**config.mk**
```make
export PLATFORM = sky130hd
export DESIGN_NAME = jtag_seq_master
export DESIGN_NICKNAME = d
export VERILOG_FILES = /design/src/rtl/jtag_seq_master.sv
export SDC_FILE = /design/constraint.sdc
export NUM_CORES = 1
export LEC_CHECK = 0
export ABC_AREA = 1
export CORE_AREA = 3 3 116 118
export CTS_BUF_LIST = sky130_fd_sc_hd__clkbuf_4 sky130_fd_sc_hd__clkbuf_8 sky130_fd_sc_hd__clkbuf_16
export DETAILED_ROUTE_END_ITERATION = 16
export DIE_AREA = 0 0 119 121
export PLACE_DENSITY_LB_ADDON = 0.08
export SYNTH_ARGS = -nofsm -noshare
export SYNTH_HDL_FRONTEND = slang
export SYNTH_SLANG_ARGS = --single-unit
```
**constraint.sdc**
```tcl
create_clock -name clk -period 6.27 [get_ports clk]
set_input_delay 1.254 -clock clk [delete_from_list [all_inputs] [get_ports clk]]
set_output_delay 1.254 -clock clk [all_outputs]
set_load 0.005 [all_outputs]
```
**src/rtl/jtag_seq_master.sv**
```systemverilog
// Command-driven JTAG master: sequences TAP reset, IR/DR shifts and idle clocks
// from a valid/ready command port, always starting and ending in Run-Test/Idle.
module jtag_seq_master #(
  parameter int DIV    = 2,
  parameter int MAXLEN = 32,
  parameter int LENW   = 6
) (
  input  logic              clk,
  input  logic              rst_n,
  input  logic              cmd_valid,
  output logic              cmd_ready,
  input  logic [1:0]        cmd_op,
  input  logic [LENW-1:0]   cmd_len,
  input  logic [MAXLEN-1:0] cmd_data,
  output logic              rsp_valid,
  output logic [MAXLEN-1:0] rsp_data,
  output logic              busy,
  output logic              TCK,
  output logic              TMS,
  output logic              TDI,
  input  logic              TDO,
  output logic              TRST
);
  localparam int DW = (DIV > 1) ? $clog2(DIV) : 1;
  localparam logic [DW-1:0]   DIV_LAST = DW'(DIV - 1);
  localparam logic [LENW-1:0] LEN_MAX  = LENW'(MAXLEN);
  localparam logic [1:0] OP_RESET = 2'b00, OP_IR = 2'b01, OP_DR = 2'b10, OP_IDLE = 2'b11;

  typedef enum logic [2:0] {S_IDLE, S_PRE, S_SHIFT, S_POST, S_DONE} state_t;

  state_t            state_reg, state_next;
  logic [1:0]        op_reg;
  logic [LENW-1:0]   len_reg, len_in, pre_len, slot_reg, slot_next, slot_inc;
  logic [MAXLEN-1:0] data_reg, cap_reg, mask_reg;
  logic [DW-1:0]     div_reg;
  logic              tck_reg, tms_reg, tdi_reg, trst_reg, rsp_valid_reg;
  logic              tms_next, tdi_next, shift_adv;
  logic              accept, is_shift, active, phase_end, slot_end;

  // Header TMS pattern walking from RTI to the Shift state (or TLR for op 00).
  function automatic logic pre_tms(input logic [1:0] op, input logic [LENW-1:0] s);
    case (op)
      OP_RESET: return s < LENW'(5);
      OP_IR:    return s < LENW'(2);
      OP_DR:    return s == '0;
      default:  return 1'b0;
    endcase
  endfunction

  assign cmd_ready = (state_reg == S_IDLE) && trst_reg;
  assign busy      = (state_reg != S_IDLE);
  assign accept    = cmd_valid && cmd_ready;
  assign is_shift  = (op_reg == OP_IR) || (op_reg == OP_DR);
  assign slot_inc  = slot_reg + 1'b1;
  assign active    = (state_reg == S_PRE && pre_len != '0) ||
                     (state_reg == S_SHIFT) || (state_reg == S_POST);
  assign phase_end = (div_reg == DIV_LAST);
  assign slot_end  = active && phase_end && tck_reg;

  // Shift lengths are forced into 1..MAXLEN; idle counts pass through untouched.
  always_comb begin
    len_in = cmd_len;
    if (cmd_op != OP_IDLE) begin
      if (cmd_len == '0)          len_in = LENW'(1);
      else if (cmd_len > LEN_MAX) len_in = LEN_MAX;
    end
  end

  always_comb begin
    case (op_reg)
      OP_RESET: pre_len = LENW'(6);
      OP_IR:    pre_len = LENW'(4);
      OP_DR:    pre_len = LENW'(3);
      default:  pre_len = len_reg;
    endcase
  end

  always_comb begin
    state_next = state_reg;
    slot_next  = slot_reg;
    tms_next   = tms_reg;
    tdi_next   = tdi_reg;
    shift_adv  = 1'b0;
    case (state_reg)
      S_IDLE: if (accept) begin
        state_next = S_PRE;
        slot_next  = '0;
        tms_next   = (cmd_op != OP_IDLE);
        tdi_next   = 1'b0;
      end
      S_PRE: begin
        if (pre_len == '0) begin
          state_next = S_DONE;
        end else if (slot_end) begin
          if (slot_reg == pre_len - 1'b1) begin
            if (is_shift) begin
              state_next = S_SHIFT;
              slot_next  = '0;
              tms_next   = (len_reg == LENW'(1));
              tdi_next   = data_reg[0];
            end else begin
              state_next = S_DONE;
            end
          end else begin
            slot_next = slot_inc;
            tms_next  = pre_tms(op_reg, slot_inc);
          end
        end
      end
      S_SHIFT: if (slot_end) begin
        shift_adv = 1'b1;
        if (slot_reg == len_reg - 1'b1) begin
          state_next = S_POST;
          slot_next  = '0;
          tms_next   = 1'b1;
          tdi_next   = 1'b0;
        end else begin
          slot_next = slot_inc;
          tms_next  = (slot_inc == len_reg - 1'b1);
          tdi_next  = data_reg[1];
        end
      end
      S_POST: if (slot_end) begin
        if (slot_reg != '0) begin
          state_next = S_DONE;
        end else begin
          slot_next = slot_inc;
          tms_next  = 1'b0;
        end
      end
      S_DONE:  state_next = S_IDLE;
      default: state_next = S_IDLE;
    endcase
  end

  always_ff @(posedge clk) begin
    if (!rst_n) begin
      state_reg     <= S_IDLE;
      op_reg        <= OP_RESET;
      len_reg       <= '0;
      data_reg      <= '0;
      cap_reg       <= '0;
      mask_reg      <= '0;
      slot_reg      <= '0;
      div_reg       <= '0;
      tck_reg       <= 1'b0;
      tms_reg       <= 1'b1;
      tdi_reg       <= 1'b0;
      trst_reg      <= 1'b0;
      rsp_valid_reg <= 1'b0;
      rsp_data      <= '0;
    end else begin
      state_reg     <= state_next;
      slot_reg      <= slot_next;
      tms_reg       <= tms_next;
      tdi_reg       <= tdi_next;
      trst_reg      <= 1'b1;
      rsp_valid_reg <= (state_next == S_DONE);
      if (accept) begin
        op_reg   <= cmd_op;
        len_reg  <= len_in;
        data_reg <= cmd_data;
        cap_reg  <= '0;
        mask_reg <= MAXLEN'(1);
      end
      if (!active) begin
        div_reg <= '0;
        tck_reg <= 1'b0;
      end else if (phase_end) begin
        div_reg <= '0;
        tck_reg <= ~tck_reg;
        // TDO is taken on the low-to-high TCK transition of each shift slot.
        if (!tck_reg && state_reg == S_SHIFT && TDO)
          cap_reg <= cap_reg | mask_reg;
      end else begin
        div_reg <= div_reg + 1'b1;
      end
      if (shift_adv) begin
        data_reg <= data_reg >> 1;
        mask_reg <= mask_reg << 1;
      end
      if (state_next == S_DONE && state_reg != S_DONE)
        rsp_data <= cap_reg;
    end
  end

  assign TCK       = tck_reg;
  assign TMS       = tms_reg;
  assign TDI       = tdi_reg;
  assign TRST      = trst_reg;
  assign rsp_valid = rsp_valid_reg;
endmodule

```
# Word level (Yosys, flattened, before mapping)

Cells that the tools add are included.

Word-level logic and storage cells: 130
Input port bits: 44
Flip-flop bits (word level): 151
Output and inout port bits: 39

Add/sub/neg operators: 4
Bitwise operators: 4
Equality and inequality tests: 21
Reduce and logical (&&, ||, !) cells: 28
Mux-type cells: 54
Order comparisons: 3

Operator list:

| operator              | count |
|---|---|
| $mux W32              | 6 |
| $mux W6               | 12 |
| $mux W31              | 2 |
| $or A32 B32 Y32       | 1 |
| $mux W3               | 9 |
| $pmux W6 S4           | 1 |
| $mux W1               | 19 |
| $eq A6 B6 Y1          | 3 |
| $logic_not A6 Y1      | 3 |
| $pmux W6 S3           | 1 |
| $ne A2 B2 Y1 const B  | 8 |
| $pmux W3 S4           | 1 |
| $reduce_bool A6 Y1    | 2 |
| $sub A6 B1 Y6 const B | 2 |
| $logic_and A1 B1 Y1   | 8 |
| $reduce_and A8 Y1     | 1 |
| $reduce_and A7 Y1     | 1 |
| $add A6 B1 Y6 const B | 1 |
| $eq A3 B2 Y1 const B  | 2 |
| $eq A6 B1 Y1 const B  | 1 |
| $gt A6 B6 Y1 const B  | 1 |
| $lt A6 B2 Y1 const B  | 1 |
| $lt A6 B3 Y1 const B  | 1 |
| $ne A3 B3 Y1 const B  | 2 |
| 19 further kinds      | 25 |

# Longest topological paths before layout

Depth in word-level cells: 13
Depth in mapped cells: 21
Gate-level depth less buffers: 19

# Worst setup path after synthesis

Ideal clock, no wire load.

Path type: reg2reg
From: register op_reg[0]
To: register rsp_data[0]
Path slack: 3.879 ns
Data arrival time: 2.276 ns
Clock period less this slack: 2.391 ns
Library setup time: 0.115 ns
Data required time: 6.155 ns
Path buffers: 2
Cell stages (with the launch flop): 17
Cells stage by stage: dfxtp_1 > inv_1 > ha_1 > nor2_1 > nand2_1 > nand2_1 > ha_1 > xor2_1 > nand2_1 > nor2_2 > nand3_2 > nor2_4 > nand4_2 > buf_6 > buf_2 > a21oi_1 > nor2_1

Cells in the longest elaborated chain, start to end: 13
Elaborated cells between the ends (all ways): 23
Classes of those cells: add/sub: 1; eq/ne: 4; mux: 8; reduce/logical: 10

RTL lines:

| what                                                   | RTL line | RTL |
|---|---|---|
| start, declared                                        | 32       | `logic [1:0] op_reg;` |
| start signal, assigned                                 | 160      | `op_reg <= cmd_op;` |
| branches (longest 10 deep; another with $sub A6 B1 Y6) | --       |  |
| $pmux W3 S4 (*)                                        | 84       | `case (state_reg)` |
| $eq A3 B3 Y1 (*)                                       | 182      | `if (state_next == S_DONE && state_reg != S_DONE)` |
| $logic_and A1 B1 Y1 (*)                                | 182      |  |
| end signal, assigned                                   | 183      | `rsp_data <= cap_reg;` |
| end, declared                                          | 16       | `output logic [MAXLEN-1:0] rsp_data,` |

Every way passes the cells marked *.
A chain may end at the register's enable or synchronous reset.

# Worst setup path after layout

From: register op_reg[0]
To: register rsp_data[10]

The elaborated chain is that of the path after synthesis.

==> key figures <==
Outcome
  • Status: complete, no violations

CTS
  • Clock root buffer: clkbuf_16
  • TritonCTS Buffers: 17
  • CTS resizes: 0
  • Worst skew pair latency: 420 ps
  • Post-CTS setup buffers: 0
  • Clk buf depth: 2
  • CTS tree: done
  • # clock sinks: 151
  • CTS H-tree lvls: 4
  • Worst-path clk slew: 60 ps
  • Hold-fix buffers, CTS: 0

Floorplan
  • FP Rows: 41
  • Starting Density: 54.7%
  • Core region area: 12600 um2
  • Die area: 14400 um2
  • Die height: 121 um
  • Die outline width: 119 um
  • Io pins: 83

Critical path
  • Worst r2r src: op_reg[0]
  • Crit path kind: flop to flop
  • Required time of the critical path: 6630 ps
  • Reg-to-reg endpoint: rsp_data[10]
  • CP max FO: 46
  • Critical Path Start: op_reg[0]
  • CP startpoint kind: flop
  • Setup slack, reg-to-reg: 2920 ps
  • R2r worst-path depth: 16
  • Arr. time, crit path: 3710 ps
  • CP endpoint kind: flop
  • Critical path destination: rsp_data[10]

Finish
  • N_diodes: 0
  • Final instance area: 8200 um2
  • Nets@finish: 1070
  • Share of cells above drive strength 1: 5.74%
  • Layout area overhead: 19.2%

Placed design
  • Area after DPL: 7620 um2
  • GPL Wtd Cong: 0.882
  • IO Port Bufs: 82
  • Place WS: 2800 ps
  • Post-DP HPWL: 10.0 mm

Routing
  • Initial DRC Count: 412
  • First-pass DRT Iterations: 5
  • # DRC: 0
  • Via density: 5.22
  • Vias: 6264
  • WL final: 15.8 mm
  • Post-DRT Antenna Nets: 0
  • WL/cell: 13.2 um

STA
  • Max Clock Skew: 8.00 ps
  • TNS Setup: 0 ps
  • Setup-failing EPs final: 0
  • WHS: 437 ps
  • Final worst slack: 2920 ps
  • Min cycle time layout: 3350 ps
  • Slew Viols, Final: 0
  • Rel. slew slack: 22.2%
  • Period utilization: 53.4%
  • Final Hold Viols: 0
  • Worst-margin pin slew: 1170 ps
  • Fmax: 299 MHz
  • RSZ-0062 raised after global routing: no

Synthesis
  • EDFF count, synth: 0
  • Syn Nets: 1023
  • Synth Register Bits: 151
  • Synthesized area: 6880 um2
  • Post-synthesis sequential area ratio: 44.0%
  • Fraction of registers with async set/reset: 0%
  • Yosys warning count: 0
  • Mean Syn Cell Area: 7.11 um2
  • Cell variety after synth: 34
  • Syn Inst Count: 967
  • Main synth FF type: dfxtp_1

Power
  • PD cells: 275 nW/um2
  • Largest vdd supply drop: 0.000198 V
  • Leak pwr: 0.00336 uW

Global routing
  • First-pass GRT wire length: 26.9 mm
  • Grt total ovfl: 0
  • Largest net degree at the start of global routing: 68
  • Initial antenna violation count: 0
  • GRT Total Usage: 22.4%
  • Vias in the first global route: 5879

Run
  • Maxcap violations: 0

Hold path
  • Hold Path Stages: 1
  • Hold Crit Class: flop to flop
  • Hold Startpoint: div_reg
## metal layers
metal	track usage (%)	routed length [um]
met5	0	0
met4	7.68	225
met3	4.38	577
met2	37.0	7370
met1	29.4	7660
## placed cells by master (no fill, tap or decap), types with 2 or more instances in the layout
cell type	n
o21ai_0	17
inv_2	7
clkbuf_16	17
nand3_1	47
clkinv_2	3
inv_8	2
nand4_1	9
nor2_1	109
xnor2_1	4
clkinvlp_4	3
inv_6	2
xor2_1	6
nand2_2	5
dfxtp_1	151
ha_1	12
clkdlybuf4s50_1	81
a31oi_1	31
a21oi_1	113
nand3b_1	33
nand2_4	2
inv_1	38
nand3_2	3
clkinv_4	2
nand2_1	312
clkbuf_4	2
## through the flow
| stage | power [uW] | util, % | instances |
|---|---|---|---|
| 2_1_floorplan | 1210 | - | 967 |
| 3_3_place_gp | 1290 | 60.6 | 1167 |
| 3_5_place_dp | 1290 | 60.6 | 1167 |
| 4_1_cts | 2270 | 65.2 | 1199 |
| 5_1_grt | 2350 | 65.2 | 1199 |
| 6_report | 2260 | 65.2 | 1199 |
## area by class of cell
class	instances	area, um2
Clock buffer	20	454
Clock inverter	12	120
Fill cell	1139	4370
Inverter	46	174
Multi-Input combinational cell	715	3390
Sequential cell	151	3020
Tap cell	172	215
Timing Repair Buffer	83	823
## cells by family (layout without fill, tap and decap cells)
| logic type | Yosys count | count (layout) | share of synthesized area (%) |
|---|---|---|---|
| adders and majority gates | 12 | 12 | 2.18 |
| xor gates and xnor gates | 10 | 10 | 1.27 |
| DFF | 151 | 151 | 44.0 |
| and+or+nand+nor | 527 | 527 | 32.9 |
| buffers and inverters | 101 | 161 | 6.79 |
| AOI/OAI and AO/OA | 166 | 166 | 12.9 |
## synthesized netlist by cell type, types with 2 or more instances
master / count / area share [%]
nand2_1: 312 / 17
dfxtp_1: 151 / 44
a21oi_1: 113 / 8.2
nor2_1: 109 / 5.9
nand3_1: 47 / 3.4
inv_1: 39 / 2.1
nand3b_1: 33 / 3.6
a31oi_1: 31 / 2.8
clkbuf_1: 24 / 1.3
buf_2: 18 / 1.3
o21ai_0: 17 / 1.2
ha_1: 12 / 2.2
buf_4: 9 / 0.98
nand4_1: 9 / 0.82
inv_2: 6 / 0.33
xor2_1: 6 / 0.76
nand2_2: 5 / 0.45
buf_6: 4 / 0.65
xnor2_1: 4 / 0.51
nand3_2: 3 / 0.44
nand2_4: 2 / 0.33
## worst min-delay path by stage
stage / end / slack [ps]
after global routing: mask_reg[0] / 490
after CTS: div_reg / 440
after detailed placement: div_reg / 430
final: div_reg / 440
after floorplan: div_reg / 410
after global placement: div_reg / 420
## worst max-delay path, cell delays in order (launching register included)
cell	delay, ps
dfxtp_1	380
inv_1	100
ha_1	240
nor2_1	100
nand2_1	60
nand2_1	200
ha_1	290
xor2_1	130
nand2_1	80
nor2_2	140
nand3_2	110
nor2_4	160
nand4_2	440
buf_4	490
nand3b_1	150
nand2_1	80
nor2_1	130
## power by group
part           total (uW)  leakage [uW]  internal (uW)  switching, uW
combinational         260       0.00186            104            155
sequential           1010       0.00122            985           26.5
clock                 986      0.000278            572            413
Note: power is estimated with default switching activity, not from simulation.
